**config.mk**
```make
export PLATFORM = sky130hd
export DESIGN_NAME = fetch_ctrl
export DESIGN_NICKNAME = d
export VERILOG_FILES = /design/src/rtl/fetch_pkg.sv /design/src/rtl/fetch_perf_cnt.sv /design/src/rtl/fetch_ctrl.sv
export SDC_FILE = /design/constraint.sdc
export NUM_CORES = 1
export LEC_CHECK = 0
export BUFFER_PORTS_ARGS = -buffer_cell sky130_fd_sc_hd__buf_2
export CORE_ASPECT_RATIO = 2
export CORE_MARGIN = 5
export CORE_UTILIZATION = 46
export DETAILED_ROUTE_END_ITERATION = 12
export PLACE_DENSITY_LB_ADDON = 0.12
export SKIP_CTS_REPAIR_TIMING = 1
export SYNTH_ARGS = -nofsm -noshare
export SYNTH_HDL_FRONTEND = slang
export SYNTH_HIERARCHICAL = 1
export SYNTH_SLANG_ARGS = --single-unit
```
**constraint.sdc**
```tcl
create_clock -name i_clk -period 2.3 [get_ports i_clk]
set_input_delay 0.46 -clock i_clk [delete_from_list [all_inputs] [get_ports i_clk]]
set_output_delay 0.46 -clock i_clk [all_outputs]
set_load 0.03 [all_outputs]
```
**src/rtl/fetch_pkg.sv**
```systemverilog
// fetch_pkg: shared definitions for the fetch-stage sequencer.
//   fetch_state_e  - sequencer state encoding
//   INSN_BYTES     - byte stride between sequential instructions
//   MISALIGN_MASK  - low PC bits that must be zero for a legal target
package fetch_pkg;

  typedef enum logic [2:0] {
    ST_RST,
    ST_REQ,
    ST_WAIT,
    ST_HOLD,
    ST_DROP
  } fetch_state_e;

  localparam int unsigned INSN_BYTES    = 4;
  localparam logic [1:0]  MISALIGN_MASK = 2'b11;

endpackage

```
**src/rtl/fetch_perf_cnt.sv**
```systemverilog
// fetch_perf_cnt: free-running event counters for the fetch stage.
// Both counters wrap at 2^32.
//   clk_i, rst_i     - clock, synchronous active-high reset
//   fetched_inc_i    - one instruction handed to decode this cycle
//   flushed_inc_i    - one response or held instruction discarded this cycle
//   fetched_o        - running count of fetched instructions
//   flushed_o        - running count of discarded instructions
module fetch_perf_cnt (
  input  logic        clk_i,
  input  logic        rst_i,
  input  logic        fetched_inc_i,
  input  logic        flushed_inc_i,
  output logic [31:0] fetched_o,
  output logic [31:0] flushed_o
);

  logic [31:0] fetched_q, fetched_d;
  logic [31:0] flushed_q, flushed_d;

  always_comb begin
    fetched_d = fetched_q + {31'd0, fetched_inc_i};
    flushed_d = flushed_q + {31'd0, flushed_inc_i};
  end

  always_ff @(posedge clk_i) begin
    if (rst_i) begin
      fetched_q <= '0;
      flushed_q <= '0;
    end else begin
      fetched_q <= fetched_d;
      flushed_q <= flushed_d;
    end
  end

  assign fetched_o = fetched_q;
  assign flushed_o = flushed_q;

endmodule

```
**src/rtl/fetch_ctrl.sv**
```systemverilog
// fetch_ctrl: RV32I fetch-stage sequencer. Owns the PC, issues one
// outstanding instruction-memory request at a time and presents each
// fetched word with its PC to decode through a valid/ready register.
// Responses made stale by a trap or redirect are discarded.
// Optional feature macro: FETCH_CTRL_PERF_EN (builds the perf counters;
// otherwise o_perf_fetched/o_perf_flushed are tied to zero).
//   i_clk, i_rst                      - clock, synchronous active-high reset
//   i_redirect_valid/i_redirect_addr  - branch/jump redirect from execute
//   i_trap_valid                      - trap request, wins over redirect
//   o_mem_req/o_mem_addr/i_mem_ready  - request channel (addr = PC)
//   i_mem_rvalid/i_mem_rdata          - response channel
//   o_inst_valid/o_inst/o_inst_pc     - instruction to decode
//   i_inst_ready                      - decode accept
//   o_misaligned                      - pulse: redirect target misaligned
//   o_perf_fetched/o_perf_flushed     - performance counters
module fetch_ctrl
  import fetch_pkg::*;
#(
  parameter logic [31:0] RESET_ADDR = 32'h0000_0000,
  parameter logic [31:0] TRAP_VEC   = 32'h0000_0004
) (
  input  logic        i_clk,
  input  logic        i_rst,
  input  logic        i_redirect_valid,
  input  logic [31:0] i_redirect_addr,
  input  logic        i_trap_valid,
  output logic        o_mem_req,
  output logic [31:0] o_mem_addr,
  input  logic        i_mem_ready,
  input  logic        i_mem_rvalid,
  input  logic [31:0] i_mem_rdata,
  output logic        o_inst_valid,
  output logic [31:0] o_inst,
  output logic [31:0] o_inst_pc,
  input  logic        i_inst_ready,
  output logic        o_misaligned,
  output logic [31:0] o_perf_fetched,
  output logic [31:0] o_perf_flushed
);

  localparam logic [31:0] INSN_STEP = 32'(INSN_BYTES);

  fetch_state_e state_q, state_d;
  logic [31:0]  pc_q, pc_d;
  logic [31:0]  inst_q, inst_d;
  logic [31:0]  inst_pc_q, inst_pc_d;
  logic         inst_valid_q, inst_valid_d;
  logic         misaligned_q, misaligned_d;

  logic         flush;
  logic         redir_misaligned;
  logic         mem_accept;
  logic [31:0]  flush_pc;

  assign flush            = i_trap_valid | i_redirect_valid;
  // A misaligned target only matters when the redirect is the winner.
  assign redir_misaligned = i_redirect_valid & ~i_trap_valid &
                            ((i_redirect_addr[1:0] & MISALIGN_MASK) != '0);
  assign flush_pc         = (i_trap_valid | redir_misaligned) ? TRAP_VEC : i_redirect_addr;
  assign mem_accept       = (state_q == ST_REQ) & i_mem_ready;

  always_comb begin
    state_d      = state_q;
    pc_d         = pc_q;
    inst_d       = inst_q;
    inst_pc_d    = inst_pc_q;
    inst_valid_d = inst_valid_q;
    misaligned_d = redir_misaligned;

    // A trap/redirect retargets the PC in every state; the state-specific
    // part below only decides what happens to in-flight work.
    if (flush) pc_d = flush_pc;

    case (state_q)
      ST_RST: state_d = ST_REQ;
      ST_REQ: begin
        if (mem_accept) state_d = flush ? ST_DROP : ST_WAIT;
      end
      ST_WAIT: begin
        if (flush) begin
          state_d = i_mem_rvalid ? ST_REQ : ST_DROP;
        end else if (i_mem_rvalid) begin
          inst_d       = i_mem_rdata;
          inst_pc_d    = pc_q;
          inst_valid_d = 1'b1;
          pc_d         = pc_q + INSN_STEP;
          state_d      = ST_HOLD;
        end
      end
      ST_HOLD: begin
        // A flush kills the held instruction even if decode accepts it now.
        if (flush || i_inst_ready) begin
          inst_valid_d = 1'b0;
          state_d      = ST_REQ;
        end
      end
      ST_DROP: begin
        if (i_mem_rvalid) state_d = ST_REQ;
      end
      default: state_d = ST_RST;
    endcase
  end

  always_ff @(posedge i_clk) begin
    if (i_rst) begin
      state_q      <= ST_RST;
      pc_q         <= RESET_ADDR;
      inst_q       <= '0;
      inst_pc_q    <= '0;
      inst_valid_q <= 1'b0;
      misaligned_q <= 1'b0;
    end else begin
      state_q      <= state_d;
      pc_q         <= pc_d;
      inst_q       <= inst_d;
      inst_pc_q    <= inst_pc_d;
      inst_valid_q <= inst_valid_d;
      misaligned_q <= misaligned_d;
    end
  end

  assign o_mem_req    = (state_q == ST_REQ);
  assign o_mem_addr   = pc_q;
  assign o_inst_valid = inst_valid_q;
  assign o_inst       = inst_q;
  assign o_inst_pc    = inst_pc_q;
  assign o_misaligned = misaligned_q;

`ifdef FETCH_CTRL_PERF_EN
  logic fetched_inc;
  logic flushed_inc;

  assign fetched_inc = (state_q == ST_HOLD) & i_inst_ready & ~flush;
  assign flushed_inc = ((state_q == ST_HOLD) & flush) |
                       ((state_q == ST_WAIT) & flush & i_mem_rvalid) |
                       ((state_q == ST_DROP) & i_mem_rvalid);

  fetch_perf_cnt u_perf (
    .clk_i         (i_clk),
    .rst_i         (i_rst),
    .fetched_inc_i (fetched_inc),
    .flushed_inc_i (flushed_inc),
    .fetched_o     (o_perf_fetched),
    .flushed_o     (o_perf_flushed)
  );
`else
  assign o_perf_fetched = '0;
  assign o_perf_flushed = '0;
`endif

endmodule

```
; ---- Word level (Yosys, flattened, before mapping)
; Cells that the tools add are included.
[classes]
muxes = 17
eq_ne = 10
bitwise = 7
reduce_logical = 7
addsub = 1
[op_table]
columns = cell, n
row1 = $mux 32, 5
row2 = $add 32x3->32 const B, 1
row3 = $mux 3, 7
row4 = $pmux 3 s5, 1
row5 = $ne 2x2->1 const B, 4
row6 = $reduce_and 4->1, 2
row7 = $eq 3x2->1 const B, 2
row8 = $reduce_bool 2->1, 2
row9 = $and 1x1->1, 3
row10 = $eq 3x1->1 const B, 1
row11 = $eq 3x3->1 const B, 1
row12 = $logic_not 3->1, 1
row13 = $mux 1, 3
row14 = $ne 3x3->1 const B, 1
row15 = $reduce_and 3->1, 1
row16 = $ne 2x1->1 const B, 1
row17 = $not 1->1, 2
row18 = $or 1x1->1, 2
row19 = $pmux 1 s2, 1
row20 = $logic_or 1x1->1, 1
[totals]
elab_cells = 48
reg_bits = 101

; ---- Depth between registers and ports, before layout
; Gate-level depths: netlist (run 1).
[logic_depth]
word_depth = 9
mapped_depth = 8
ltp_nobuf = 6

; ---- Worst setup path before layout (run 1)
; No wires, ideal clock.
[synth_timing]
kind = reg-to-reg
start = reg pc_q[2] (netlist: o_mem_addr[2])
end = reg pc_q[26] (netlist: o_mem_addr[26])
path_buffers = 0
setup_ps = 74
arrival_ps = 1815
required_ps = 2226
slack_ps = 411
path_stages_with_launch = 7
cell_sequence = dfxtp_1 -> ha_1 -> nand4_1 -> nor4_1 -> nand4_1 -> xor2_1 -> o21ai_0
[synth_via]
elab_chain_cells = 4
[synth_lines]
columns = item, line_no
row1 = start: declaration, fetch_ctrl.sv:44  ; logic [31:0] pc_q, pc_d;
row2 = start signal: assignment, fetch_ctrl.sv:114  ; pc_q <= pc_d;
row3 = $add 32x3->32, fetch_ctrl.sv:86  ; pc_d = pc_q + INSN_STEP;
row4 = $mux 32, fetch_ctrl.sv:82  ; end else if (i_mem_rvalid) begin
row5 = $mux 32, fetch_ctrl.sv:80  ; if (flush) begin
row6 = $mux 32, fetch_ctrl.sv:74  ; case (state_q)
; No other way between the ends.
; A chain may end at the register's enable or synchronous reset.

; ---- Worst setup path after layout (run 1)
[layout_timing]
start = reg pc_q[11] (netlist: o_mem_addr[11])
end = reg pc_q[31] (netlist: o_mem_addr[31])
; Same word-level chain as after synthesis.

==> key figures, run 1 <==
Hold path
  – Path type of the worst min-delay path: in2reg

Yosys
  – Netlist area before placement: 0.004737 mm²
  – Combinational family with the most area after synthesis: simple AND/OR/NAND/NOR gates
  – Largest cells by area after synthesis: sky130_fd_sc_hd__dfxtp_1, sky130_fd_sc_hd__nand2_1, sky130_fd_sc_hd__buf_4
  – Simple-Gate Fraction of Synth Area: 0.2522
  – Portion of synthesized cell area occupied by the leading cell type: 0.4268
  – Mapped Cells: 602
  – Share of the yosys chip area belonging to registers: 0.4268
  – Most numerous cell in the Yosys netlist: sky130_fd_sc_hd__nand2_1
  – Mapped Avg Cell Area: 7.869 µm²
  – Portion of netlist area occupied by mux cells: 0.002113
  – Yosys top cell by area: sky130_fd_sc_hd__dfxtp_1
  – Arithmetic-cell share of the synthesized area counting full adders, half adders and majority gates: 0.002641
  – Ys Warns: 6
  – Flip-flop and latch count after synthesis: 101
  – Compound-gate portion of the synthesized area: 0.1307
  – Number of unique standard cell types used by synthesis: 46
  – Xor and xnor fraction of the mapped netlist area: 0.04807
  – Number of enable-type register cells in the synthesized netlist: 0
  – Async S/R FF share, synth: 0
  – List of most frequent post-synthesis cells: sky130_fd_sc_hd__nand2_1, sky130_fd_sc_hd__dfxtp_1, sky130_fd_sc_hd__a21oi_1
  – Main flop type after synthesis: sky130_fd_sc_hd__dfxtp_1

Clock tree
  – Source-to-sink clock delay at the later pin of the worst-skew pair: 0.34 ns
  – Cell chosen for the clock root: sky130_fd_sc_hd__clkbuf_16
  – TritonCTS clock tree: yes
  – Register clock-pin slew on the reported worst setup and hold paths: 0.07 ns
  – Buffer levels on the longest clock path: 2
  – Number of buffers created by CTS: 9
  – Clock tree sinks: 101
  – # H-tree levels: 3

STA
  – Unrepaired setup endpoints after global routing: no
  – Relative max-transition margin: 0.4937
  – Post-route fraction of the period consumed by the critical path: 0.8306
  – Minimum clock period after layout: 1.910 ns
  – TNS Setup: 0 ns
  – Number of hold-slack violations in the final timing report: 0
  – Final Setup Violations: 0
  – Largest clock skew in the final design: 0.009136 ns
  – Highest attainable clock frequency: 523.4 MHz
  – Pin slew with the least headroom to its limit: 0.7595 ns
  – Worst Setup Slack, final: 0.3896 ns
  – Tightest hold margin: 0.3131 ns
  – Slew Viols, Final: 0

Flow run
  – Reported max-cap violation count: 0

Routing
  – Number of DRC violations after detailed-routing iteration 0: 182
  – Total vias in the final route: 4470
  – Number of nets with antenna violations after routing: 0
  – Avg Vias per Cell: 4.928
  – Post-detailed-route wirelength per cell: 15.00 µm
  – Initial DRT Pass Iterations: 4
  – Remaining DRCs: 0
  – Total detailed-routing wirelength: 13600 µm

Die
  – Top-Level Pins: 234
  – Horiz. Die Dim: 81.76 µm
  – Area of the die: 0.01255 mm²
  – Floorplan core area: 0.01008 mm²
  – Effective utilization at floorplan: 0.4697
  – Die height: 153.5 µm
  – Number of rows in the core area: 52

Placement
  – Worst Setup Slack post-DPL: 0.3841 ns
  – Weighted congestion reported at the end of routability-driven placement: 0.8428
  – Port buffer count: 169
  – Post-detail-place hpwl: 10270 µm

Pwr
  – Cell area power density: 620.7 mW/mm²
  – Sum of internal, switching and leakage power: 3.629 mW
  – Leakage component of the power: 2.523 nW
  – VDD IR max: 0.4405 mV

Worst setup path
  – FF-to-FF End: o_mem_addr[31]$_SDFF_PP0_
  – Worst EP required: 2.53 ns
  – CP Capture Point: o_mem_addr[31]$_SDFF_PP0_
  – Startpoint types: flop
  – Worst Setup SP: o_mem_addr[11]$_SDFF_PP0_
  – Data arrival, critical path: 2.14 ns
  – Origin of the critical flop-to-flop path: o_mem_addr[11]$_SDFF_PP0_
  – Reg2reg setup slack: 0.39 ns
  – Worst reg-to-reg path cell count: 5
  – Category of the worst setup path capture point: flop
  – Category of the most critical setup path: reg2reg
  – Peak fanout along the critical path: 7

Global route
  – Number of antenna violations at the first check in global routing: 1
  – Largest net degree at the start of global routing: 74
  – Number of global-route vias before repair: 4279
  – Total congestion overflow: 0
  – Wire length of the first global-routing pass: 20720 µm
  – Total routing usage reported by global routing: 0.2103

Finish
  – Share of post-route cells with drive strength above 1: 0.2827
  – Area added between synthesis and finish: 23.40%
  – Total number of nets in the final design: 840

Outcome
  – Outcome: completed
[registers in the layout, indices dropped and copies added, names as in the netlist]
register and cells:
o_mem_addr 32, o_misaligned 1, state_q 3, o_inst_valid 1, o_inst 32, o_inst_pc 32
[kinds of logic (layout without fill, tap and decap cells)]
| logic type | after synthesis | after routing |
|---|---|---|
| mux | 1 | 1 |
| flops | 101 | 101 |
| fa+ha+maj | 1 | 1 |
| other cells | 1 | 65 |
| xor+xnor | 26 | 26 |
| simple gates | 256 | 256 |
| buf+inv | 102 | 208 |
| compound gates | 114 | 114 |
[per-stage QoR]
step,instance area [µm²],utilization,cells
after global placement,5554,0.5507,892
after global routing,5846,0.5797,907
after detailed placement,5554,0.5507,892
after floorplan,4974,-,665
after CTS,5843,0.5794,906
final,5846,0.5797,907
[placed cells by master (no fill, tap or decap), types with 2 or more instances in the layout]
cell type,netlist,final
sky130_fd_sc_hd__a211oi_1,3,3
sky130_fd_sc_hd__a21oi_1,71,71
sky130_fd_sc_hd__a22oi_1,2,2
sky130_fd_sc_hd__and3_1,3,3
sky130_fd_sc_hd__and4_1,3,3
sky130_fd_sc_hd__buf_12,0,3
sky130_fd_sc_hd__buf_2,10,169
sky130_fd_sc_hd__buf_4,65,16
sky130_fd_sc_hd__clkbuf_16,0,9
sky130_fd_sc_hd__clkinvlp_4,0,2
sky130_fd_sc_hd__conb_1,1,64
sky130_fd_sc_hd__dfxtp_1,101,101
sky130_fd_sc_hd__inv_1,6,6
sky130_fd_sc_hd__nand2_1,170,169
sky130_fd_sc_hd__nand2b_1,2,2
sky130_fd_sc_hd__nand3_1,8,8
sky130_fd_sc_hd__nand4_1,15,15
sky130_fd_sc_hd__nand4b_1,3,3
sky130_fd_sc_hd__nor2_1,23,22
sky130_fd_sc_hd__nor2b_1,3,3
sky130_fd_sc_hd__nor3_1,4,4
sky130_fd_sc_hd__nor3_2,5,5
sky130_fd_sc_hd__nor4_1,2,2
sky130_fd_sc_hd__nor4_2,2,2
sky130_fd_sc_hd__o211a_1,2,2
sky130_fd_sc_hd__o21a_1,3,3
sky130_fd_sc_hd__o21ai_0,22,22
sky130_fd_sc_hd__o21ai_1,6,6
sky130_fd_sc_hd__or2_2,2,2
sky130_fd_sc_hd__or3_1,2,2
sky130_fd_sc_hd__or3_4,2,2
sky130_fd_sc_hd__xnor2_1,15,15
sky130_fd_sc_hd__xor2_1,11,11
[worst max-delay path, cell delays in order, from the launching register on]
cell and delay (ns):
sky130_fd_sc_hd__dfxtp_1 0.46, sky130_fd_sc_hd__nand4_1 0.29, sky130_fd_sc_hd__nor4_2 0.53, sky130_fd_sc_hd__nand4_1 0.20
sky130_fd_sc_hd__xnor2_1 0.16, sky130_fd_sc_hd__o21a_1 0.16
[final cells by class]
| cell class | instances | area (µm²) |
|---|---|---|
| fillers | 987 | 4239 |
| multi-input cells | 462 | 2315 |
| flip-flops and latches | 101 | 2022 |
| repair buffers | 188 | 1026 |
| clock buffers | 10 | 239.0 |
| well taps | 135 | 168.9 |
| clock inverters | 4 | 50.05 |
| inverters | 6 | 22.52 |
| diodes | 1 | 2.502 |
[power breakdown]
group	leakage [nW]	total, mW	internal, mW	switching [mW]
Sequential	0.815	1.78	1.76	0.0196
Clock	0.136	1.51	0.859	0.646
Combinational	1.57	0.342	0.0851	0.257
[metal layers]
layer / part of all wire / wire, µm / vias to the layer above / GRT usage
li1: - / - / 2201 / -
met1: 0.34 / 4680 / 2071 / 0.2128
met2: 0.56 / 7633 / 177 / 0.4014
met3: 0.072 / 975 / 21 / 0.03981
met4: 0.023 / 313 / 0 / 0.08162
met5: 0 / 0 / - / 0
[worst min path at each step]
stage	from	end	slack [ns]	cells past startpoint
detailed placement	o_inst[18]$_SDFFE_PP0P_	o_inst[18]$_SDFFE_PP0P_	0.44	2
floorplan	state_q[2]$_SDFFE_PP0P_	state_q[1]$_SDFFE_PP0P_	0.53	1
finish	i_redirect_addr[21]	o_mem_addr[21]$_SDFF_PP0_	0.31	3
global route	i_redirect_addr[25]	o_mem_addr[25]$_SDFF_PP0_	0.31	3
CTS	i_redirect_addr[21]	o_mem_addr[21]$_SDFF_PP0_	0.30	3
global placement	o_inst[13]$_SDFFE_PP0P_	o_inst[13]$_SDFFE_PP0P_	0.44	2
Note: power is estimated with default switching activity, not from simulation.
==> run 2: changes to the inputs <==
==> constraint.sdc (replaced) <==
create_clock -name i_clk -period 2 [get_ports i_clk]
set_input_delay 0.4 -clock i_clk [delete_from_list [all_inputs] [get_ports i_clk]]
set_output_delay 0.4 -clock i_clk [all_outputs]
set_load 0.03 [all_outputs]
==> key figures, run 2 (synthesized netlist as in run 1, its figures left out) <==
Finish
  – Final cell utilization of the core: 0.5878 (+0.008188)
  – Post-layout instance count excluding filler cells: 923 (+1.8%)
  – Total number of nets in the final design: 854 (+1.7%)
  – Area added between synthesis and finish: 25.15%
  – Share of post-route cells with drive strength above 1: 0.2961 (+0.01331)
  – Commonest cells after routing, fill and taps aside: sky130_fd_sc_hd__nand2_1, sky130_fd_sc_hd__buf_2, sky130_fd_sc_hd__dfxtp_1, sky130_fd_sc_hd__a21oi_1, sky130_fd_sc_hd__conb_1

Routing
  – Number of DRC violations after detailed-routing iteration 0: 219 (+20%)
  – Total detailed-routing wirelength: 13970 µm (+2.7%)
  – Number of nets with antenna violations after routing: 0 (unchanged)
  – Total vias in the final route: 4543 (+1.6%)
  – Post-detailed-route wirelength per cell: 15.13 µm (+0.92%)
  – Remaining DRCs: 0 (unchanged)
  – Initial DRT Pass Iterations: 4 (unchanged)
  – Avg Vias per Cell: 4.922 (-0.13%)

STA
  – Post-route fraction of the period consumed by the critical path: 0.9159 (+0.08528)
  – Final Setup Violations: 0 (unchanged)
  – Unrepaired setup endpoints after global routing: no
  – Number of hold-slack violations in the final timing report: 0 (unchanged)
  – Worst Setup Slack, final: 0.1682 ns (-0.2214 ns)
  – Highest attainable clock frequency: 545.9 MHz (+4.3%)
  – TNS Setup: 0 ns (unchanged)
  – Largest clock skew in the final design: 0.009550 ns (+0.0004134 ns)
  – Slew Viols, Final: 0 (unchanged)
  – Relative max-transition margin: 0.6538 (+0.1601)
  – Minimum clock period after layout: 1.832 ns (-0.07863 ns)
  – Tightest hold margin: 0.2470 ns (-0.06608 ns)
  – Pin slew with the least headroom to its limit: 0.5193 ns (-0.2402 ns)

Worst setup path
  – Peak fanout along the critical path: 4 (-3)
  – Worst Setup SP: o_mem_addr[2]$_SDFF_PP0_
  – Slowest cell on the critical path: sky130_fd_sc_hd__nor4_1
  – Number of buffer and inverter instances along the worst setup path: 1 (+1)
  – Cells along the critical path: ha_1, nand4_1, nor4_1, buf_4, nand4_1, o211a_1
  – FF-to-FF End: o_mem_addr[30]$_SDFF_PP0_
  – Reg2reg setup slack: 0.17 ns (-0.22 ns)
  – Origin of the critical flop-to-flop path: o_mem_addr[2]$_SDFF_PP0_
  – Worst EP required: 2.24 ns (-0.29 ns)
  – Startpoint types: flop
  – Worst reg-to-reg path cell count: 6 (+1)
  – Category of the worst setup path capture point: flop
  – Category of the most critical setup path: reg2reg
  – Critical path's top delay family: simple AND/OR/NAND/NOR gates
  – Data arrival, critical path: 2.07 ns (-0.07 ns)
  – Dominant cell type by count on the critical path: sky130_fd_sc_hd__nand4_1
  – Delay contributed by the slowest stage of the critical path: 0.41 ns (-0.12 ns)

Hold path
  – Worst Hold Path EP: o_mem_addr[21]$_SDFF_PP0_
  – Cell depth of the worst min-delay path: 3 (unchanged)
  – Path type of the worst min-delay path: in2reg
  – Source of the worst hold timing path: i_redirect_addr[21]

Clock tree
  – Cell chosen for the clock root: sky130_fd_sc_hd__clkbuf_16
  – Number of buffers created by CTS: 9 (unchanged)
  – # H-tree levels: 3 (unchanged)
  – Clock tree sinks: 101 (unchanged)
  – Register clock-pin slew on the reported worst setup and hold paths: 0.07 ns (about the same)
  – Buffer levels on the longest clock path: 2 (unchanged)
  – TritonCTS clock tree: yes
  – Source-to-sink clock delay at the later pin of the worst-skew pair: 0.35 ns (about the same)

Pwr
  – Leakage component of the power: 2.584 nW (+2.4%)
  – VDD IR max: 0.4302 mV (-2.3%)
  – Cell area power density: 688.7 mW/mm² (+11%)

Outcome
  – Outcome: completed

Die
  – Floorplan core area: 0.01008 mm² (unchanged)
  – Number of rows in the core area: 52 (unchanged)
  – Horiz. Die Dim: 81.76 µm (unchanged)
  – Top-Level Pins: 234 (unchanged)
  – Effective utilization at floorplan: 0.4697 (unchanged)
  – Die height: 153.5 µm (unchanged)
  – Area of the die: 0.01255 mm² (unchanged)

Placement
  – Worst Setup Slack post-DPL: 0.1552 ns (-0.2289 ns)
  – Port buffer count: 169 (unchanged)
  – Weighted congestion reported at the end of routability-driven placement: 0.8823 (+4.7%)
  – Inst Count DP: 906 (+1.6%)
  – Post-detail-place hpwl: 10810 µm (+5.3%)

Global route
  – Number of antenna violations at the first check in global routing: 1 (unchanged)
  – Largest net degree at the start of global routing: 55 (-26%)
  – Total routing usage reported by global routing: 0.2201 (+0.009839)
  – Number of global-route vias before repair: 4326 (+1.1%)
  – Total congestion overflow: 0 (unchanged)
  – Wire length of the first global-routing pass: 21360 µm (+3.1%)

Flow run
  – Reported max-cap violation count: 0 (unchanged)
-- run 2: cell count changes in the layout (fill, tap and decap cells not counted), sizes merged --
cell	previous run	this run
buf	188	202
bufinv	1	0
clkbuf	10	11
clkinv	1	2
clkinvlp	2	3
-- run 2: per-layer routing --
layer | wire, µm | part of all wire | vias up | track usage
met3 | 902 | 0.065 | 30 | 0.03689
li1 | - | - | 2234 | -
met4 | 463 | 0.033 | 0 | 0.1022
met2 | 7780 | 0.56 | 171 | 0.4103
met5 | 0 | 0 | - | 0
met1 | 4823 | 0.35 | 2108 | 0.2274
-- run 2: final cells by class --
class                   instances  area [µm²]
well taps                     135       168.9
multi-input cells             462        2315
repair buffers                202        1119
diodes                          1       2.502
flip-flops and latches        101        2022
inverters                       6       22.52
clock inverters                 5       36.28
clock buffers                  11       242.7
fillers                       960        4156
-- run 2: through the flow --
step | area, µm² | power, mW
floorplan | 4974 | 2.461
global placement | 5647 | 2.485
detailed placement | 5647 | 2.489
CTS | 5926 | 4.125
global route | 5928 | 4.233
finish | 5928 | 4.083
-- run 2: report_power, final --
part	total [mW]	leakage (nW)	internal [mW]	switching, mW
clock network	1.64	0.128	0.878	0.758
registers	2.05	0.815	2.03	0.0195
logic	0.402	1.64	0.102	0.300
-- run 2: worst max-delay path by stage --
| stage | end | cells past startpoint |
|---|---|---|
| 6_report | o_mem_addr[30]$_SDFF_PP0_ | 6 |
| 5_1_grt | o_mem_addr[30]$_SDFF_PP0_ | 7 |
| 4_1_cts | o_mem_addr[30]$_SDFF_PP0_ | 6 |
| 3_5_place_dp | o_mem_addr[30]$_SDFF_PP0_ | 6 |
| 3_3_place_gp | o_mem_addr[30]$_SDFF_PP0_ | 6 |
| 2_1_floorplan | o_mem_addr[26]$_SDFF_PP0_ | 6 |
-- run 2: tightest hold or removal path, delay by kind of cell --
| kind | cells | cell delay, ns |
|---|---|---|
| buffers and inverters | 1 | 0.08 |
| AND/OR/NAND/NOR | 1 | 0.04 |
| AO/OA/AOI/OAI | 1 | 0.05 |
==> run 3: changes to the inputs <==
==> constraint.sdc (replaced) <==
create_clock -name i_clk -period 2.1 [get_ports i_clk]
set_input_delay 0.42 -clock i_clk [delete_from_list [all_inputs] [get_ports i_clk]]
set_output_delay 0.42 -clock i_clk [all_outputs]
set_load 0.03 [all_outputs]
==> key figures, run 3 (synthesized netlist as in run 1, its figures left out) <==
Hold path
  – Cell depth of the worst min-delay path: 3 (unchanged)
  – Source of the worst hold timing path: i_redirect_addr[5]
  – Path type of the worst min-delay path: in2reg
  – Worst Hold Path EP: o_mem_addr[5]$_SDFF_PP0_

Pwr
  – Sum of internal, switching and leakage power: 3.888 mW (-4.8%)
  – Part of the total power dissipated in sequential elements: 0.500 (about the same)
  – Switching power as a share of total power: 0.2621 (-0.001729)
  – Cell-internal power: 2.869 mW (-4.5%)
  – Part of the total power dissipated in the clock network: 0.401 (about the same)
  – Cell area power density: 663.6 mW/mm² (-3.6%)
  – VDD IR max: 0.4061 mV (-5.6%)
  – Leakage component of the power: 2.549 nW (-1.4%)
  – Proportion of power drawn by combinational gates: 0.099 (about the same)
  – Net switching power figure: 1.019 mW (-5.4%)

STA
  – Minimum clock period after layout: 1.874 ns (+0.04180 ns)
  – Post-route fraction of the period consumed by the critical path: 0.8922 (-0.02371)
  – Unrepaired setup endpoints after global routing: no
  – Final Setup Violations: 0 (unchanged)
  – TNS Setup: 0 ns (unchanged)
  – Number of hold-slack violations in the final timing report: 0 (unchanged)
  – Tightest hold margin: 0.2794 ns (+0.03238 ns)
  – Highest attainable clock frequency: 533.7 MHz (-2.2%)
  – Relative max-transition margin: 0.4847 (-0.1691)
  – Pin slew with the least headroom to its limit: 0.7729 ns (+0.2537 ns)
  – Slew Viols, Final: 0 (unchanged)
  – Largest clock skew in the final design: 0.006497 ns (-0.003052 ns)

Die
  – Effective utilization at floorplan: 0.4697 (unchanged)
  – Top-Level Pins: 234 (unchanged)
  – Floorplan core area: 0.01008 mm² (unchanged)
  – Die height: 153.5 µm (unchanged)
  – Horiz. Die Dim: 81.76 µm (unchanged)
  – Area of the die: 0.01255 mm² (unchanged)
  – Number of rows in the core area: 52 (unchanged)

Global route
  – Number of antenna violations at the first check in global routing: 0 (-1)
  – Largest net degree at the start of global routing: 77 (+40%)
  – Wire length of the first global-routing pass: 21160 µm (-0.90%)
  – Total congestion overflow: 0 (unchanged)
  – Total routing usage reported by global routing: 0.2151 (-0.004975)
  – Number of global-route vias before repair: 4348 (+0.51%)

Clock tree
  – Number of buffers created by CTS: 9 (unchanged)
  – TritonCTS clock tree: yes
  – Clock tree sinks: 101 (unchanged)
  – # H-tree levels: 3 (unchanged)
  – Source-to-sink clock delay at the later pin of the worst-skew pair: 0.34 ns (about the same)
  – Register clock-pin slew on the reported worst setup and hold paths: 0.07 ns (about the same)
  – Buffer levels on the longest clock path: 2 (unchanged)
  – Cell chosen for the clock root: sky130_fd_sc_hd__clkbuf_16

Routing
  – Post-detailed-route wirelength per cell: 14.83 µm (-2.0%)
  – Total detailed-routing wirelength: 13600 µm (-2.7%)
  – Number of DRC violations after detailed-routing iteration 0: 229 (+4.6%)
  – Remaining DRCs: 0 (unchanged)
  – Number of nets with antenna violations after routing: 0 (unchanged)
  – Total vias in the final route: 4470 (-1.6%)
  – Avg Vias per Cell: 4.875 (-0.96%)
  – Initial DRT Pass Iterations: 4 (unchanged)

Finish
  – Total number of nets in the final design: 848 (-0.70%)
  – Design Area, Final: 0.005859 mm² (-1.2%)
  – Share of post-route cells with drive strength above 1: 0.2894 (-0.006688)
  – Final cell utilization of the core: 0.5810 (-0.006824)
  – Area added between synthesis and finish: 23.69%
  – Commonest cells after routing, fill and taps aside: sky130_fd_sc_hd__nand2_1, sky130_fd_sc_hd__buf_2, sky130_fd_sc_hd__dfxtp_1, sky130_fd_sc_hd__a21oi_1, sky130_fd_sc_hd__conb_1

Worst setup path
  – FF-to-FF End: o_mem_addr[20]$_SDFF_PP0_
  – Startpoint types: flop
  – Cells along the critical path: nand4bb_1, nor3_1, nand4_1, xor2_1, o21ai_0
  – Number of buffer and inverter instances along the worst setup path: 0 (-1)
  – Data arrival, critical path: 2.13 ns (+0.06 ns)
  – Peak fanout along the critical path: 8 (+4)
  – Reg2reg setup slack: 0.23 ns (+0.06 ns)
  – Category of the most critical setup path: reg2reg
  – Origin of the critical flop-to-flop path: state_q[2]$_SDFFE_PP0P_
  – Delay contributed by the slowest stage of the critical path: 0.46 ns (+0.05 ns)
  – Slowest cell on the critical path: sky130_fd_sc_hd__nor3_1
  – Category of the worst setup path capture point: flop
  – Worst EP required: 2.35 ns (+0.11 ns)
  – Worst reg-to-reg path cell count: 5 (-1)
  – Critical path's top delay family: simple AND/OR/NAND/NOR gates

Placement
  – Post-detail-place hpwl: 10480 µm (-3.0%)
  – Weighted congestion reported at the end of routability-driven placement: 0.8371 (-5.1%)
  – Port buffer count: 169 (unchanged)
  – Post-DP Area: 0.005577 mm² (-1.2%)

Outcome
  – Outcome: completed

Flow run
  – Reported max-cap violation count: 0 (unchanged)
[run 3: cell type report]
type	count	area [µm²]
Clock inverter	4	33.78
Sequential cell	101	2022
Multi-Input combinational cell	462	2315
Fill cell	991	4225
Timing Repair Buffer	196	1049
Clock buffer	12	246.5
Antenna cell	1	2.502
Inverter	6	22.52
Tap cell	135	168.9
[run 3: routing by layer]
layer | share of wire | vias to the layer above | global-route usage
met5 | 0 | - | 0
met4 | 0.029 | 0 | 0.09192
met3 | 0.065 | 25 | 0.03513
met2 | 0.56 | 168 | 0.4060
met1 | 0.35 | 2054 | 0.2217
li1 | - | 2223 | -
[run 3: worst max path at each step]
stage	start	endpoint	slack (ns)	cells past startpoint
2_1_floorplan	o_mem_addr[2]$_SDFF_PP0_	o_mem_addr[26]$_SDFF_PP0_	0.21	6
3_3_place_gp	i_mem_rvalid	o_mem_addr[19]$_SDFF_PP0_	0.22	6
4_1_cts	state_q[2]$_SDFFE_PP0P_	o_inst_valid$_SDFFE_PP0P_	0.23	6
6_report	state_q[2]$_SDFFE_PP0P_	o_mem_addr[20]$_SDFF_PP0_	0.23	5
5_1_grt	state_q[2]$_SDFFE_PP0P_	o_mem_addr[20]$_SDFF_PP0_	0.06	5
3_5_place_dp	i_mem_rvalid	o_inst_valid$_SDFFE_PP0P_	0.15	7
[run 3: metrics by stage]
step                      setup WS, ns  cells
after floorplan                 0.2111    665
after global placement          0.2157    900
after detailed placement        0.1514    900
after CTS                       0.2256    916
after global routing           0.06036    916
final                           0.2264    917
[run 3: power groups by stage]
stage / Clock (mW) / Combinational [mW] / Sequential (mW)
global route: 1.68 / 0.410 / 1.95
global placement: 0 / 0.375 / 1.99
floorplan: 0 / 0.334 / 2.01
detailed placement: 0 / 0.379 / 1.99
CTS: 1.60 / 0.380 / 1.94
finish: 1.56 / 0.383 / 1.95
[run 3: worst register-to-register path: cells and delay by family (launching register included)]
| family | cells | cell delay, ns |
|---|---|---|
| flip-flops | 1 | 0.38 |
| XOR/XNOR | 1 | 0.16 |
| AND/OR/NAND/NOR | 3 | 1.08 |
| AO/OA/AOI/OAI | 1 | 0.19 |
